### config.mk
export PLATFORM = sky130hd
export DESIGN_NAME = logit5slices_flat
export DESIGN_NICKNAME = d
export VERILOG_FILES = /design/src/rtl/logit5slices_pkg.sv /design/src/rtl/logit5slices_if.sv /design/src/rtl/logit5slices_lane.sv /design/src/rtl/logit5slices.sv /design/src/flat_wrapper.sv
export SDC_FILE = /design/constraint.sdc
export NUM_CORES = 1
export LEC_CHECK = 0
export ABC_CLOCK_PERIOD_IN_PS = 8570
export CORE_ASPECT_RATIO = 0.7
export CORE_MARGIN = 2
export CORE_UTILIZATION = 40
export DETAILED_ROUTE_END_ITERATION = 8
export GPL_TIMING_DRIVEN = 0
export SYNTH_ARGS = -nofsm -noshare
export SYNTH_HDL_FRONTEND = slang
export SYNTH_SLANG_ARGS = --single-unit
### constraint.sdc
create_clock -name clk -period 8.57 [get_ports clk]
set_input_delay 1.714 -clock clk [delete_from_list [all_inputs] [get_ports clk]]
set_output_delay 1.714 -clock clk [all_outputs]
set_load 0.01 [all_outputs]
### src/rtl/logit5slices_pkg.sv
// logit5slices_pkg: shared constants for the 5-slice piecewise-linear logit.
//   W          data width, signed Q5.11
//   slice_t    slice index (3 bits, values 0..4)
//   YSAT       saturated magnitude, ln(63) in Q5.11
//   brk()      slice breakpoint D[k] on the folded distance d (Q0.11)
//   slope()    slice slope M[k] (Q6.8)
//   base()     slice base value F[k] (Q5.11)
package logit5slices_pkg;

   localparam int unsigned W     = 16;
   localparam int unsigned IDX_W = 3;

   typedef logic [IDX_W-1:0] slice_t;

   localparam logic [W-1:0]  YSAT    = 16'd8485;
   localparam logic [10:0]   D_LIMIT = 11'd992;

   function automatic logic [10:0] brk(input slice_t k);
      case (k)
         3'd1:    brk = 11'd512;
         3'd2:    brk = 11'd768;
         3'd3:    brk = 11'd896;
         3'd4:    brk = 11'd960;
         default: brk = 11'd0;
      endcase
   endfunction

   function automatic logic [13:0] slope(input slice_t k);
      case (k)
         3'd1:    slope = 14'd1735;
         3'd2:    slope = 14'd3121;
         3'd3:    slope = 14'd5949;
         3'd4:    slope = 14'd11617;
         default: slope = 14'd1125;
      endcase
   endfunction

   function automatic logic [W-1:0] base(input slice_t k);
      case (k)
         3'd1:    base = 16'd2250;
         3'd2:    base = 16'd3985;
         3'd3:    base = 16'd5546;
         3'd4:    base = 16'd7033;
         default: base = 16'd0;
      endcase
   endfunction

endpackage

### src/rtl/logit5slices_if.sv
// logit5slices_if: two-lane probability-in / logit-out stream bundle.
//   p0_in, p1_in  lane probabilities, signed Q5.11   (master -> slave)
//   valid_in      input pair valid                   (master -> slave)
//   y0_out,y1_out lane logits, signed Q5.11          (slave -> master)
//   valid_out     output pair valid                  (slave -> master)
interface logit5slices_if;
   import logit5slices_pkg::*;

   logic [W-1:0] p0_in;
   logic [W-1:0] p1_in;
   logic         valid_in;
   logic [W-1:0] y0_out;
   logic [W-1:0] y1_out;
   logic         valid_out;

   modport master (output p0_in, p1_in, valid_in,
                   input  y0_out, y1_out, valid_out);

   modport slave  (input  p0_in, p1_in, valid_in,
                   output y0_out, y1_out, valid_out);
endinterface

### src/rtl/logit5slices_lane.sv
// logit_lane: one lane of the 3-stage logit datapath.
//   S1 fold/classify, S2 slope multiply, S3 base add / saturate / sign.
//   clk  clock, rising edge
//   rst  asynchronous reset, active-high
//   p_i  probability, signed Q5.11
//   y_o  logit, signed Q5.11 (3 clocks after p_i)
// Build option: LOGIT_ROUND_EN selects round-half-up in S2 instead of truncation.
module logit_lane
   import logit5slices_pkg::*;
(
   input  logic         clk,
   input  logic         rst,
   input  logic [W-1:0] p_i,
   output logic [W-1:0] y_o
);

   // S1: fold around p = 0.5 and pick the slice
   logic [W:0]  diff, absdiff;
   logic        s1_s_d, s1_sat_d;
   logic [10:0] d_d, s1_doff_d;
   slice_t      s1_k_d;

   logic        s1_s_q, s1_sat_q;
   logic [10:0] s1_doff_q;
   slice_t      s1_k_q;

   always_comb begin
      diff    = {p_i[W-1], p_i} - 17'd1024;
      absdiff = diff[W] ? (17'd0 - diff) : diff;
      d_d     = 11'(absdiff);
      s1_s_d  = ($signed(p_i) >= 16'sd1024);
      // Range test is on the full-width distance so out-of-range p never aliases into a slice
      s1_sat_d = ($signed(p_i) <= 16'sd0) || ($signed(p_i) >= 16'sd2048) ||
                 (absdiff >= {6'd0, D_LIMIT});
      if      (d_d >= brk(3'd4)) s1_k_d = 3'd4;
      else if (d_d >= brk(3'd3)) s1_k_d = 3'd3;
      else if (d_d >= brk(3'd2)) s1_k_d = 3'd2;
      else if (d_d >= brk(3'd1)) s1_k_d = 3'd1;
      else                       s1_k_d = 3'd0;
      s1_doff_d = d_d - brk(s1_k_d);
   end

   // S2: slope multiply
   logic [24:0] prod;
   logic [16:0] s2_frac_d;
   logic        s2_s_q, s2_sat_q;
   slice_t      s2_k_q;
   logic [16:0] s2_frac_q;

   always_comb begin
`ifdef LOGIT_ROUND_EN
      prod = 25'(s1_doff_q) * 25'(slope(s1_k_q)) + 25'd128;
`else
      prod = 25'(s1_doff_q) * 25'(slope(s1_k_q));
`endif
      s2_frac_d = 17'(prod >> 8);
   end

   // S3: combine
   logic [16:0]  mag, mag_sel;
   logic [W-1:0] y_d, y_q;

   always_comb begin
      mag     = {1'b0, base(s2_k_q)} + s2_frac_q;
      mag_sel = s2_sat_q ? {1'b0, YSAT} : mag;
      y_d     = s2_s_q ? 16'(mag_sel) : 16'(17'd0 - mag_sel);
   end

   always_ff @(posedge clk or posedge rst) begin
      if (rst) begin
         s1_s_q    <= 1'b0;
         s1_sat_q  <= 1'b0;
         s1_k_q    <= '0;
         s1_doff_q <= '0;
         s2_s_q    <= 1'b0;
         s2_sat_q  <= 1'b0;
         s2_k_q    <= '0;
         s2_frac_q <= '0;
         y_q       <= '0;
      end else begin
         s1_s_q    <= s1_s_d;
         s1_sat_q  <= s1_sat_d;
         s1_k_q    <= s1_k_d;
         s1_doff_q <= s1_doff_d;
         s2_s_q    <= s1_s_q;
         s2_sat_q  <= s1_sat_q;
         s2_k_q    <= s1_k_q;
         s2_frac_q <= s2_frac_d;
         y_q       <= y_d;
      end
   end

   assign y_o = y_q;

endmodule

### src/rtl/logit5slices.sv
// logit5slices: two-lane piecewise-linear logit y = ln(p/(1-p)), Q5.11 in/out.
//   Fully pipelined, one pair per clock, latency 3, no backpressure.
//   clk  clock, rising edge
//   rst  asynchronous reset, active-high
//   bus  logit5slices_if.slave: p0_in/p1_in/valid_in in, y0_out/y1_out/valid_out out
// Build option: LOGIT_ROUND_EN (round-half-up in the multiply stage).
module logit5slices
   import logit5slices_pkg::*;
(
   input  logic                 clk,
   input  logic                 rst,
   logit5slices_if.slave        bus
);

   logic [W-1:0] y0, y1;
   logic [2:0]   vld_q, vld_d;

   logit_lane u_lane0 (.clk(clk), .rst(rst), .p_i(bus.p0_in), .y_o(y0));
   logit_lane u_lane1 (.clk(clk), .rst(rst), .p_i(bus.p1_in), .y_o(y1));

   always_comb vld_d = {vld_q[1:0], bus.valid_in};

   always_ff @(posedge clk or posedge rst) begin
      if (rst) vld_q <= '0;
      else     vld_q <= vld_d;
   end

   assign bus.y0_out    = y0;
   assign bus.y1_out    = y1;
   assign bus.valid_out = vld_q[2];

endmodule

### src/flat_wrapper.sv
// flat-port wrapper written by rule: the top's interface ports become plain ports
module logit5slices_flat import logit5slices_pkg::*;
  (clk, rst, bus_p0_in, bus_p1_in, bus_valid_in, bus_y0_out, bus_y1_out, bus_valid_out);
  logit5slices_if bus_i ();
  input  logic clk;
  input  logic rst;
  input wire logic [$bits(bus_i.p0_in)-1:0] bus_p0_in;
  input wire logic [$bits(bus_i.p1_in)-1:0] bus_p1_in;
  input wire logic [$bits(bus_i.valid_in)-1:0] bus_valid_in;
  output wire logic [$bits(bus_i.y0_out)-1:0] bus_y0_out;
  output wire logic [$bits(bus_i.y1_out)-1:0] bus_y1_out;
  output wire logic [$bits(bus_i.valid_out)-1:0] bus_valid_out;
  assign bus_i.p0_in = bus_p0_in;
  assign bus_i.p1_in = bus_p1_in;
  assign bus_i.valid_in = bus_valid_in;
  assign bus_y0_out = bus_i.y0_out;
  assign bus_y1_out = bus_i.y1_out;
  assign bus_valid_out = bus_i.valid_out;
  logit5slices u_core (.clk(clk), .rst(rst), .bus(bus_i));
endmodule
==> reports/qor.yml <==
outcome: "complete, no violations"
timing.critical_path.max_delay_family: "adder cells"
floorplan.initialDensity_pct: 40.3
cts_tree: "done"
ys.flop_type: "sky130_fd_sc_hd__dfrtp_1"
number_of_enable_flip_flop_cells_after_synthesis: 0
post-synth-top-area-cell: "sky130_fd_sc_hd__fa_1"
boundaryPins: 68
syn-mean-instance-area_um2: 9.11
tritoncts_num_sinks: 109
dp_hpwl_mm: 29.9
die_y_um: 168
hold_path_class: "register to register"
worst_path_largest_cell_delay_ps: 560
drt_drc_violations_left: 0
insertion_delay_ps: 380
viasPerCell: 4.90
vias_post_dr: 11106
ctsHoldBuffers: 0
grt-ovfl-total: 0
grt_antenna_before_repair: 1
synthTopCellsByArea: "sky130_fd_sc_hd__fa_1 28%, sky130_fd_sc_hd__dfrtp_1 18%, sky130_fd_sc_hd__ha_1 13%, sky130_fd_sc_hd__inv_1 8.5%, sky130_fd_sc_hd__xnor2_1 4.0%"
postLayoutCoreUtil_pct: 44.5
crit_path_cell_trace: "nand2b_1 -> clkbuf_1 -> a21oi_1 -> clkbuf_1 -> nor2_1 -> fa_1 -> inv_1 -> fa_1 -> inv_1 -> fa_1 -> fa_1 -> inv_1 -> fa_1 -> inv_1 -> ha_1 -> nand3_1 -> a21o_1 -> o22ai_1 -> o22a_1 -> a41o_1 -> a2111oi_0 -> o21ba_2 -> xnor2_1"
yosysWarningCount: 0
floorplan.rows: 60
syn_area_mm2: 0.0154
first_global_vias: 11203
drive_gt1_share_pct: 3.33
critPathLaunchType: "register"
max_cap_violations: 0
yosys_register_bits: 109
synth_nets: 2097
count_of_buffer_and_inverter_cells_on_the_critical_path: 6
antennaDiodeCount: 0
grt_max_degree: 76
port-buffer-count: 67
grt_setup_unrepaired: "false"
finalWeightedCongestion: 0.916
tritoncts.num_buffers: 9
routed_wl_mm: 35.8
detailedRoute.firstIterationViolations: 850
route.detailed.wl_per_inst_um: 15.8
synth.top_cell.area_share_pct: 27.9
cts.root.buffer_cell: "sky130_fd_sc_hd__clkbuf_16"
clkTransAtPathRegs_ps: 80
dr_pass1_iterations: 5
cts_repair_resize_count: 0
syn-instance-count: 1687
synth_most_common_cell: "sky130_fd_sc_hd__inv_1"
async_reset_ff_share_pct: 100
nNetsFinal: 2176
clk_path_buf_depth: 2
skew_ps: 13.1
die_w_um: 238
worstSetupPathType: "register to register"
critical_path.most_common_cell: "sky130_fd_sc_hd__fa_1"
synth_seq_area_share_pct: 17.8
relSlewSlack_pct: 48.3
core_mm2: 0.0381
critPathArrivalTime_ps: 7080
synthDistinctLibCells: 71
final.min_clock_period_ps: 6790
slowest_stage: "sky130_fd_sc_hd__fa_1"
groute.usage.overall_pct: 18.5
synth.top_cells.by_count: "349 x sky130_fd_sc_hd__inv_1, 214 x sky130_fd_sc_hd__fa_1, 161 x sky130_fd_sc_hd__ha_1"
crit_path_end_kind: "register"
final_max_slew_viol_count: 0
layout.filler_cells: 3762
route.antenna.remaining_nets: 0
final_hold_viol_count: 0
critical_path_peak_fanout: 10
design.die.area_mm2: 0.0400
tightest_slew_ps: 774
timing.fmax_mhz: 147
postCtsSetupBuffers: 0
htreeDepth: 3
timing.final.crit_share_pct: 79.3
report.final.setup_viol: 0
first_pass_grt_wire_length_mm: 58.9
area_delta_synth_final_pct: 10.5
crit_required_ps: 8860
finalSetupTns_ps: 0
-- per-stage QoR --
step	hold slack (ps)	std cells	worst slack [ps]	area [um2]
2_1_floorplan	331	1687	2480	15400
3_3_place_gp	334	2250	1790	16700
3_5_place_dp	346	2251	1820	16700
4_1_cts	364	2267	1800	17000
5_1_grt	370	2267	1320	17000
6_report	361	2267	1780	17000
-- sequential cells by signal, summed over array words and instances (netlist names) --
name and flops:
u_core.u_lane0.s1_doff_q 11, u_core.u_lane0.s2_s_q 1, u_core.u_lane0.s2_k_q 3, u_core.u_lane1.s1_sat_q 1
u_core.u_lane1.s1_s_q 1, u_core.u_lane0.s1_k_q 3, u_core.u_lane1.s2_frac_q 16, u_core.u_lane0.s1_sat_q 1
u_core.u_lane1.s2_sat_q 1, u_core.u_lane0.s1_s_q 1, u_core.u_lane0.s2_sat_q 1, u_core.vld_q 3
u_core.u_lane1.s1_k_q 3, u_core.u_lane1.s2_k_q 3, u_core.u_lane1.s2_s_q 1, u_core.u_lane1.y_o 16
u_core.u_lane1.s1_doff_q 11, u_core.u_lane0.s2_frac_q 16, u_core.u_lane0.y_o 16
-- area by class of cell --
class                      instances  area (um2)  share of cell area, %
multi-input combinational       1196       11200                   65.9
sequential                       109        2730                   16.1
inverter                         349        1310                   7.73
timing repair buffer              68         698                   4.11
tap                              496         621                   3.65
clock buffer                       9         225                   1.33
buffer                            33         126                  0.744
clock inverter                     7        72.6                  0.427
-- routing by layer --
metal / vias to the layer above / GRT usage, % / share of wire (%)
li1: 5477 / - / -
met1: 5321 / 28.7 / 52
met2: 294 / 25.5 / 39
met3: 14 / 5.82 / 8.3
met4: 0 / 2.66 / 0.63
met5: - / 0 / 0
-- cell usage in the layout (no fill, tap or decap), types with 10 or more instances in the layout --
cell and n:
sky130_fd_sc_hd__a21o_1 22, sky130_fd_sc_hd__a21oi_1 49, sky130_fd_sc_hd__a31oi_1 10, sky130_fd_sc_hd__and2_1 55, sky130_fd_sc_hd__and3_1 26, sky130_fd_sc_hd__clkbuf_1 29, sky130_fd_sc_hd__clkdlybuf4s50_1 67, sky130_fd_sc_hd__dfrtp_1 109
sky130_fd_sc_hd__fa_1 214, sky130_fd_sc_hd__ha_1 161, sky130_fd_sc_hd__inv_1 348, sky130_fd_sc_hd__nand2_1 134, sky130_fd_sc_hd__nand2b_1 29, sky130_fd_sc_hd__nand3_1 13, sky130_fd_sc_hd__nor2_1 116, sky130_fd_sc_hd__nor2b_1 27
sky130_fd_sc_hd__nor3_1 27, sky130_fd_sc_hd__o21a_1 13, sky130_fd_sc_hd__o21ai_0 49, sky130_fd_sc_hd__or2_2 25, sky130_fd_sc_hd__or3_1 10, sky130_fd_sc_hd__xnor2_1 70, sky130_fd_sc_hd__xor2_1 34
-- kinds of logic (layout without fill, tap and decap cells) --
group                    count (synthesis)  after routing  share of synthesized area [%]
flip-flops                             109            109                           17.8
AND/OR/NAND/NOR                        496            496                           16.3
adder cells (fa/ha/maj)                375            375                           41.0
buffers and inverters                  382            466                           9.35
multiplexers                             9              9                          0.603
XOR/XNOR                               105            105                           6.03
AO/OA/AOI/OAI                          211            211                           8.95
-- worst reg2reg max path, delay by kind of cell (launching register included) --
family / cells / cell delay [ps]
adder cells (fa/ha/maj): 6 / 2960
AND/OR/NAND/NOR: 3 / 410
flip-flops: 1 / 500
XOR/XNOR: 1 / 120
AO/OA/AOI/OAI: 7 / 1700
buffers and inverters: 6 / 1030
-- worst paths after layout --
check / cells past startpoint / from / to / slack (ps)
max reg2reg: 23 / u_core.u_lane0.s1_k_q[2] / u_core.u_lane0.s2_frac_q[15] / 1780
min: 0 / u_core.u_lane1.s1_sat_q / u_core.u_lane1.s2_sat_q / 360
min in group asynchronous: 2 / rst / u_core.u_lane1.s2_k_q[0] / 1690
max in group asynchronous: 3 / rst / u_core.u_lane0.y_o[11] / 6170
min reg2reg: 0 / u_core.u_lane1.s1_sat_q / u_core.u_lane1.s2_sat_q / 360
max: 23 / u_core.u_lane0.s1_k_q[2] / u_core.u_lane0.s2_frac_q[15] / 1780
Power is left out: the tool's default activity adds up to more than one toggle a clock period on the data nets, which glitch-free logic cannot reach.
